### src/rtl/alu_flag_stage_if.sv
// Operand/result bundle between the shifter-side driver and the ALU stage.
// The master drives operands; the slave returns the registered result and flags.
interface alu_flag_stage_if;
    logic        in_valid;
    logic [4:1]  ALU_OP;
    logic        S_bit;
    logic [32:1] A;
    logic [32:1] B;
    logic        Shift_Carry_Out;
    logic        Shift_Carry_Valid;
    logic [32:1] F;
    logic        out_valid;
    logic        out_write;
    logic [4:1]  NZCV;
    logic        Carry_flag;

    modport master (
        output in_valid,
        output ALU_OP,
        output S_bit,
        output A,
        output B,
        output Shift_Carry_Out,
        output Shift_Carry_Valid,
        input  F,
        input  out_valid,
        input  out_write,
        input  NZCV,
        input  Carry_flag
    );

    modport slave (
        input  in_valid,
        input  ALU_OP,
        input  S_bit,
        input  A,
        input  B,
        input  Shift_Carry_Out,
        input  Shift_Carry_Valid,
        output F,
        output out_valid,
        output out_write,
        output NZCV,
        output Carry_flag
    );
endinterface

### src/rtl/alu_flag_stage.sv
// ARM data-processing execute stage: 16 ALU ops, registered result,
// and the architectural NZCV register feeding carry back to the shifter.
module alu_flag_stage #(
    parameter logic [4:1] NZCV_RESET = 4'b0000
) (
    input  logic clk,
    input  logic rst,
    alu_flag_stage_if.slave bus
);

    typedef enum logic [3:0] {
        OP_AND = 4'h0,
        OP_EOR = 4'h1,
        OP_SUB = 4'h2,
        OP_RSB = 4'h3,
        OP_ADD = 4'h4,
        OP_ADC = 4'h5,
        OP_SBC = 4'h6,
        OP_RSC = 4'h7,
        OP_TST = 4'h8,
        OP_TEQ = 4'h9,
        OP_CMP = 4'hA,
        OP_CMN = 4'hB,
        OP_ORR = 4'hC,
        OP_MOV = 4'hD,
        OP_BIC = 4'hE,
        OP_MVN = 4'hF
    } alu_op_e;

    logic [32:1] f_q, f_d;
    logic        out_valid_q, out_valid_d;
    logic        out_write_q, out_write_d;
    logic [4:1]  nzcv_q, nzcv_d;

    alu_op_e     op;
    logic        c_cur;
    logic        is_arith;
    logic        is_test;
    logic [32:1] x_opnd;
    logic [32:1] y_opnd;
    logic        cin;
    logic [33:1] sum;
    logic [32:1] logic_res;
    logic [32:1] result;
    logic        res_n;
    logic        res_z;
    logic        res_c;
    logic        res_v;
    logic        flag_we;

    assign op    = alu_op_e'(bus.ALU_OP);
    assign c_cur = nzcv_q[2];

    // Adder operand selection; subtracts are X + ~Y + cin.
    always_comb begin
        is_arith = 1'b0;
        x_opnd   = bus.A;
        y_opnd   = bus.B;
        cin      = 1'b0;
        unique case (op)
            OP_SUB, OP_CMP: begin
                is_arith = 1'b1;
                y_opnd   = ~bus.B;
                cin      = 1'b1;
            end
            OP_RSB: begin
                is_arith = 1'b1;
                x_opnd   = bus.B;
                y_opnd   = ~bus.A;
                cin      = 1'b1;
            end
            OP_ADD, OP_CMN: begin
                is_arith = 1'b1;
            end
            OP_ADC: begin
                is_arith = 1'b1;
                cin      = c_cur;
            end
            OP_SBC: begin
                is_arith = 1'b1;
                y_opnd   = ~bus.B;
                cin      = c_cur;
            end
            OP_RSC: begin
                is_arith = 1'b1;
                x_opnd   = bus.B;
                y_opnd   = ~bus.A;
                cin      = c_cur;
            end
            default: begin
                is_arith = 1'b0;
            end
        endcase
    end

    assign sum = {1'b0, x_opnd} + {1'b0, y_opnd} + {32'b0, cin};

    always_comb begin
        is_test   = 1'b0;
        logic_res = '0;
        unique case (op)
            OP_AND: logic_res = bus.A & bus.B;
            OP_EOR: logic_res = bus.A ^ bus.B;
            OP_TST: begin
                logic_res = bus.A & bus.B;
                is_test   = 1'b1;
            end
            OP_TEQ: begin
                logic_res = bus.A ^ bus.B;
                is_test   = 1'b1;
            end
            OP_CMP, OP_CMN: is_test = 1'b1;
            OP_ORR: logic_res = bus.A | bus.B;
            OP_MOV: logic_res = bus.B;
            OP_BIC: logic_res = bus.A & ~bus.B;
            OP_MVN: logic_res = ~bus.B;
            default: logic_res = '0;
        endcase
    end

    // Flag generation; logical ops keep C when the shift amount was zero.
    always_comb begin
        result = is_arith ? sum[32:1] : logic_res;
        res_n  = result[32];
        res_z  = (result == '0);
        res_c  = nzcv_q[2];
        res_v  = nzcv_q[1];
        if (is_arith) begin
            res_c = sum[33];
            res_v = (x_opnd[32] == y_opnd[32]) &&
                    (sum[32] != x_opnd[32]);
        end else if (bus.Shift_Carry_Valid) begin
            res_c = bus.Shift_Carry_Out;
        end
    end

    assign flag_we = bus.in_valid && (bus.S_bit || is_test);

    always_comb begin
        f_d         = f_q;
        out_valid_d = 1'b0;
        out_write_d = 1'b0;
        nzcv_d      = nzcv_q;
        if (bus.in_valid) begin
            f_d         = result;
            out_valid_d = 1'b1;
            out_write_d = !is_test;
        end
        if (flag_we) begin
            nzcv_d = {res_n, res_z, res_c, res_v};
        end
    end

    always_ff @(posedge clk or posedge rst) begin
        if (rst) begin
            f_q         <= '0;
            out_valid_q <= 1'b0;
            out_write_q <= 1'b0;
            nzcv_q      <= NZCV_RESET;
        end else begin
            f_q         <= f_d;
            out_valid_q <= out_valid_d;
            out_write_q <= out_write_d;
            nzcv_q      <= nzcv_d;
        end
    end

    assign bus.F          = f_q;
    assign bus.out_valid  = out_valid_q;
    assign bus.out_write  = out_write_q;
    assign bus.NZCV       = nzcv_q;
    assign bus.Carry_flag = nzcv_q[2];

endmodule

### src/flat_wrapper.sv
// flat-port wrapper written by rule: the top's interface ports become plain ports
module alu_flag_stage_flat 
#(
    parameter logic [4:1] NZCV_RESET = 4'b0000
)
  (clk, rst, bus_in_valid, bus_ALU_OP, bus_S_bit, bus_A, bus_B, bus_Shift_Carry_Out, bus_Shift_Carry_Valid, bus_F, bus_out_valid, bus_out_write, bus_NZCV, bus_Carry_flag);
  alu_flag_stage_if bus_i ();
  input  logic clk;
  input  logic rst;
  input wire logic [$bits(bus_i.in_valid)-1:0] bus_in_valid;
  input wire logic [$bits(bus_i.ALU_OP)-1:0] bus_ALU_OP;
  input wire logic [$bits(bus_i.S_bit)-1:0] bus_S_bit;
  input wire logic [$bits(bus_i.A)-1:0] bus_A;
  input wire logic [$bits(bus_i.B)-1:0] bus_B;
  input wire logic [$bits(bus_i.Shift_Carry_Out)-1:0] bus_Shift_Carry_Out;
  input wire logic [$bits(bus_i.Shift_Carry_Valid)-1:0] bus_Shift_Carry_Valid;
  output wire logic [$bits(bus_i.F)-1:0] bus_F;
  output wire logic [$bits(bus_i.out_valid)-1:0] bus_out_valid;
  output wire logic [$bits(bus_i.out_write)-1:0] bus_out_write;
  output wire logic [$bits(bus_i.NZCV)-1:0] bus_NZCV;
  output wire logic [$bits(bus_i.Carry_flag)-1:0] bus_Carry_flag;
  assign bus_i.in_valid = bus_in_valid;
  assign bus_i.ALU_OP = bus_ALU_OP;
  assign bus_i.S_bit = bus_S_bit;
  assign bus_i.A = bus_A;
  assign bus_i.B = bus_B;
  assign bus_i.Shift_Carry_Out = bus_Shift_Carry_Out;
  assign bus_i.Shift_Carry_Valid = bus_Shift_Carry_Valid;
  assign bus_F = bus_i.F;
  assign bus_out_valid = bus_i.out_valid;
  assign bus_out_write = bus_i.out_write;
  assign bus_NZCV = bus_i.NZCV;
  assign bus_Carry_flag = bus_i.Carry_flag;
  alu_flag_stage #(.NZCV_RESET(NZCV_RESET)) u_core (.clk(clk), .rst(rst), .bus(bus_i));
endmodule
### config.mk
export PLATFORM = sky130hd
export DESIGN_NAME = alu_flag_stage_flat
export DESIGN_NICKNAME = d
export VERILOG_FILES = /design/src/rtl/alu_flag_stage_if.sv /design/src/rtl/alu_flag_stage.sv /design/src/flat_wrapper.sv
export SDC_FILE = /design/constraint.sdc
export NUM_CORES = 1
export LEC_CHECK = 0
export ABC_AREA = 1
export CAP_MARGIN = 20
export CORE_MARGIN = 2
export CORE_UTILIZATION = 60
export CTS_BUF_LIST = sky130_fd_sc_hd__clkbuf_8
export CTS_CLUSTER_DIAMETER = 100
export DETAILED_ROUTE_END_ITERATION = 7
export DONT_BUFFER_PORTS = 1
export PLACE_DENSITY = 0.85
export SYNTH_ARGS = -nofsm -noshare
export SYNTH_HDL_FRONTEND = slang
export SYNTH_SLANG_ARGS = --single-unit
export TNS_END_PERCENT = 20
### constraint.sdc
create_clock -name clk -period 3 [get_ports clk]
set_clock_uncertainty 0.15 [all_clocks]
set_input_delay 0.3 -clock clk [delete_from_list [all_inputs] [get_ports clk]]
set_output_delay 0.3 -clock clk [all_outputs]
set_load 0.05 [all_outputs]
* Word level (Yosys, flattened, before mapping)
Index checks and enable logic that the tools add are counted.
** Cells by class
- Equal/unequal tests :: 17
- $add $sub $neg :: 2
- Bitwise logic cells :: 6
- Mux-type cells :: 11
- Reductions and logical operators :: 17
** Operator list (count)
- 32-bit one-hot mux with 6 select lines :: 1
- 32-bit AND :: 2
- 32-bit two-way mux :: 2
- 32-bit inverter :: 2
- 32-bit one-hot mux with 2 select lines :: 1
- 32-bit by 32-bit adder with 33-bit output :: 1
- 33-bit by 1-bit adder with 33-bit output :: 1
- 4-bit == test, second input constant :: 8
- 32-bit logical NOT :: 1
- 32-bit bitwise OR :: 1
- 32-bit XOR :: 1
- 4-bit by 3-bit == test with 1-bit output, second input constant :: 4
- 3-bit OR reduction :: 3
- 4-bit by 2-bit == test with 1-bit output, second input constant :: 2
- 8-bit OR reduction :: 1
- 1-bit two-way mux :: 6
- 2-bit OR reduction :: 3
- 4-bit by 1-bit == test with 1-bit output, second input constant :: 1
- 4-bit logical NOT :: 1
- 2-bit AND reduction :: 2
- 4-bit OR reduction :: 1
- 1-bit logical AND :: 2
- 1-bit one-hot mux with 2 select lines :: 1
- 2-bit nonzero test :: 1
- 4 further kinds :: 4
** Word-level totals
- Output and inout bits :: 39
- Word-level logic and storage cells :: 59
- Flip-flop bits (word level) :: 38
- Bits of input ports :: 74

* Depth between registers and ports, before layout
- Depth after elaboration :: 7
- Gate-level depth with buffers :: 27
- Gate-level depth less buffers :: 25

* Worst setup path before layout
Ideal clock, no wire load.
- Path type :: input to register
- From :: input bus_ALU_OP[1]
- To :: register u_core.nzcv_q (netlist bit u_core.bus.NZCV[3])
- Library setup time :: 66 ps
- Path buffers :: 3
- Slack :: -608 ps
- Stages :: 26
- Data arrival time :: 3392 ps
- Required time :: 2784 ps
- Cell sequence :: buf_2 > nand2_1 > nor2_1 > inv_1 > clkbuf_1 > clkbuf_1 > nand2_1 > a22oi_1 > fa_1 > inv_1 > fa_1 > nand3_1 > nand3_1 > nand2_1 > nand2_1 > nand2_1 > nand2_1 > nand2_1 > nand3_1 > nand3_1 > nand2_1 > nor2_1 > nand2_1 > nor2_1 > nand3_1 > nand2_1
** Between the ends
- Longest elaborated chain between the ends :: 7
- Elaborated cells between the ends (all ways) :: 36
- Those cells by class :: 2 x add/sub; 15 x eq/ne; 7 x mux; 12 x reduce/logical
** Ends and longest elaborated chain
- start, declared :: RTL line flat_wrapper.sv:11 : input wire logic [$bits(bus_i.ALU_OP)-1:0] bus_ALU_OP;
- 4-bit by 2-bit == test with 1-bit output, or another cell as far along :: RTL line alu_flag_stage.sv:60 : unique case (op)
- 3-bit OR reduction (no line) or 2-bit OR reduction (tied branches)
- 32-bit one-hot mux with 2 select lines or 32-bit two-way mux (tied branches) :: RTL line alu_flag_stage.sv:60
- 32-bit by 32-bit adder with 33-bit output :: RTL line alu_flag_stage.sv:96 : assign sum = {1'b0, x_opnd} + {1'b0, y_opnd} + {32'b0, cin};
- 33-bit by 1-bit adder with 33-bit output :: RTL line alu_flag_stage.sv:96
- 32-bit two-way mux :: RTL line alu_flag_stage.sv:123 : result = is_arith ? sum[32:1] : logic_res;
- 32-bit logical NOT :: RTL line alu_flag_stage.sv:125 : res_z = (result == '0);
- end signal, assigned :: RTL line alu_flag_stage.sv:164 : nzcv_q <= nzcv_d;
- end, declared :: RTL line alu_flag_stage.sv:33 : logic [4:1] nzcv_q, nzcv_d;
Several ways; a longest one is shown, not always the timed one.
A chain may end at the register's enable or synchronous reset.

* Final worst setup path
- From :: register u_core.nzcv_q (netlist bit u_core.bus.NZCV[2])
- To :: register u_core.nzcv_q (netlist bit u_core.bus.NZCV[3])
** Between the ends
- Longest elaborated chain between the ends :: 4
** Ends and longest elaborated chain (RTL line)
- 1-bit one-hot mux with 2 select lines :: alu_flag_stage.sv:60
- 33-bit by 1-bit adder with 33-bit output :: alu_flag_stage.sv:96
- 32-bit two-way mux :: alu_flag_stage.sv:123
- 32-bit logical NOT :: alu_flag_stage.sv:125
No other way between the ends.

==> results.py <==
metrics = {
    "status": {
        "outcome": "complete, no violations",
    },
    "timing": {
        "finalWorstSetupSlack_ps": 53.2,
        "min_period_over_period_pct": 98.2,
        "period_minus_slack_ps": 2950,
        "clock.fmax_mhz": 339,
        "rsz0062_at_grt": "yes",
        "worstMarginPinSlew_ps": 870,
        "hold_ws_ps": 22.3,
        "finalMaxSlewViolations": 0,
        "maxSlewHeadroom_pct": 41.7,
        "setup_viol": 0,
        "finalHoldViolations": 0,
    },
    "pwr": {
        "swShare_pct": 51.9,
        "sequentialPowerShare_pct": 29.9,
        "pwr-share-comb_pct": 60.9,
        "p_switching_mw": 1.75,
        "power_density_nw_per_um2": 391,
        "intPower_mw": 1.63,
        "peakVddDrop_mv": 0.468,
        "power.total_mw": 3.38,
        "clockPowerShare_pct": 9.1,
        "p_leak_nw": 4.63,
    },
    "drt": {
        "via_per_inst": 6.15,
        "first_pass_iters": 6,
        "vias": 9158,
        "totalWireLength_um": 25700,
        "drc": 0,
        "postRouteAntennaNets": 0,
        "wl_per_cell_um": 17.2,
        "first_iter_violations": 1152,
    },
    "floorplan": {
        "initial_utilization_pct": 61.7,
        "die_w_um": 113,
        "coreArea_um2": 11500,
        "fp-row-count": 39,
        "die_h_um": 113,
        "fp.dieArea_um2": 12700,
        "pin_count": 113,
    },
    "logic_synthesis": {
        "synth_most_common_cell": "nand2_1",
        "synthTopCellsByArea": "nand2_1, dfrtp_1, ha_1, inv_1, o21ai_0",
        "ys_warn_count": 0,
        "syn_avg_cell_area_um2": 5.66,
        "synth_fp_nets": 1388,
        "ys_top_cells_by_count": "nand2_1, inv_1, nor2_1, o21ai_0, ha_1",
        "synth_cells": 1249,
        "synth_area_um2": 7070,
        "synth_cell_types": 49,
        "synth.top_cell.area_share_pct": 22.1,
        "ys_seq_area_share_pct": 13.4,
        "yosysTopAreaCell": "nand2_1",
        "dominantRegCellSynth": "dfrtp_1",
        "async_flop_share_pct": 100,
        "ys_seq_elements": 38,
        "synth_edf_count": 0,
    },
    "clocking": {
        "cts.sinks": 38,
        "tritoncts": "built",
        "root_buffer": "clkbuf_8",
        "clkLatencyLatePin_ps": 290,
        "cts_buffers": 5,
        "cts.clk_slew.worst_paths_ps": 60,
        "cts_max_level": 2,
        "clock_path_buffers": 2,
    },
    "grt": {
        "grt_max_degree": 39,
        "grt_pass1_wl_um": 38600,
        "grt.total_usage_pct": 37.2,
        "grt_overflow": 0,
        "grt_pass1_vias": 7859,
        "antenna_found_initial": 0,
    },
    "layout": {
        "area_growth_pct": 22.3,
        "n_antenna_cell": 0,
        "nFillCells": 858,
        "final_nets": 1486,
        "post_route_cells_drive_above_1_share_pct": 20.5,
    },
    "min_path": {
        "hp-class": "in2reg",
        "min_delay_path_depth": 2,
    },
    "flow_run": {
        "cap_violations": 0,
    },
    "critical_path": {
        "crit_path_start_kind": "register",
        "critical_path_class": "reg2reg",
        "worst_setup_path_end_kind": "register",
        "cp.arrival_ps": 3030,
        "ff2ff_path_depth": 20,
        "critPathRequiredTime_ps": 3080,
        "critPathMaxFanout": 4,
    },
    "placement": {
        "io_buffers": 0,
        "pre_cts_slack_ps": -255,
        "dp_hpwl_um": 19400,
        "gp_congestion": 0.995,
    },
}
layout make-up:
cell class	instances	area (µm²)	share of cell area, %
Clock buffer	5	68.8	0.796
Clock inverter	2	7.51	0.0868
Inverter	203	779	9.01
Multi-Input combinational cell	960	5530	63.9
Sequential cell	38	951	11.0
Tap cell	143	179	2.07
Timing Repair Buffer	139	1130	13.1
power by group through the flow:
stage               Clock (mW)  Sequential (mW)  Combinational (mW)
floorplan                    0             1.02                1.13
global placement             0             1.02                1.76
detailed placement           0             1.02                1.80
CTS                      0.306             1.01                1.82
global route             0.328             1.02                2.25
finish                   0.309             1.01                2.06
repair_timing:
action                                  4_1_cts  5_1_grt
buffers inserted                              0        9
hold endpoints to repair                     57        0
gates resized for setup                       0       85
hold buffers                                  2        0
endpoints found under the setup margin        0       14
layer usage:
layer,track usage [%],wire [µm],share of wire [%],vias to the layer above
met5,0,0,0,-
met4,14.1,1260,4.9,0
met3,7.99,3420,13,138
met2,58.1,11100,43,643
met1,50.4,9890,39,4096
li1,-,-,-,4281
metrics by stage:
step                util [%]  std cells  instance area (µm²)  setup TNS, ps
detailed placement      70.6       1472                 8100          -1410
CTS                     71.5       1481                 8200              0
finish                  75.4       1490                 8650              0
global placement        70.6       1472                 8100           -959
floorplan                  -       1249                 7200              0
global route            75.4       1490                 8650           -202
worst paths after layout:
kind / startpoint / to / slack, ps
min in group asynchronous: rst / u_core.bus.F[28]$_DFFE_PP0P_ / 410
hold / removal: bus_in_valid / u_core.bus.F[8]$_DFFE_PP0P_ / 20
setup reg to reg: u_core.bus.NZCV[2]$_DFFE_PP0P_ / u_core.bus.NZCV[3]$_DFFE_PP0P_ / 50
hold reg to reg: u_core.bus.NZCV[1]$_DFFE_PP0P_ / u_core.bus.NZCV[1]$_DFFE_PP0P_ / 650
setup / recovery: u_core.bus.NZCV[2]$_DFFE_PP0P_ / u_core.bus.NZCV[3]$_DFFE_PP0P_ / 50
max in group asynchronous: rst / u_core.bus.F[7]$_DFFE_PP0P_ / 1980
layout by cell type (no fill, tap or decap), types with 3 or more instances in the layout:
master     count
a21oi_2        7
buf_6          3
inv_4          3
a21oi_1       45
inv_1        198
clkbuf_8       5
nand4_1       18
ha_4           9
nor2_1        81
ha_2           4
a31oi_1       15
ha_1          50
or2_2          5
o211ai_1      21
xor2_1         8
nor2_2        12
o22ai_1       32
o2111ai_1      5
nand2_1      394
a211oi_2       3
nor3_1         6
nand3b_1       4
o21ai_1        4
dfrtp_1       38
a31o_2        31
buf_4        128
nor2_4         3
nand2_2       20
o21ai_0       92
buf_12         6
nand2_4        5
nand3_1       46
nand3_2       12
critical path, stage by stage, from the launching register on:
cell,delay [ps]
dfrtp_1,400
a22oi_2,210
fa_2,230
inv_2,50
fa_2,430
nand3_2,100
nand3_4,100
nand2_4,90
nand2_4,50
buf_6,130
nand2_4,60
nand2_1,60
nand2_1,90
nand3_2,70
nand2_2,100
nand2_1,60
nor2_2,150
nand3_1,80
nor2_1,110
nand3_1,70
nand2_1,60
state kept, by name, indices dropped and copies added, names as in the netlist:
register and cells:
u_core.bus.NZCV 4, u_core.bus.F 32, u_core.bus.out_write 1, u_core.bus.out_valid 1
logic make-up (layout without fill, tap and decap cells):
logic type,after synthesis,count (layout),synth area share (%)
AND/OR/NAND/NOR,617,617,35.9
AO/OA/AOI/OAI,266,266,23.0
buffers and inverters,251,349,14.4
adder cells (fa/ha/maj),65,65,11.7
flip-flops,38,38,13.4
XOR/XNOR,12,12,1.59
(Power assumes the default switching activity.)
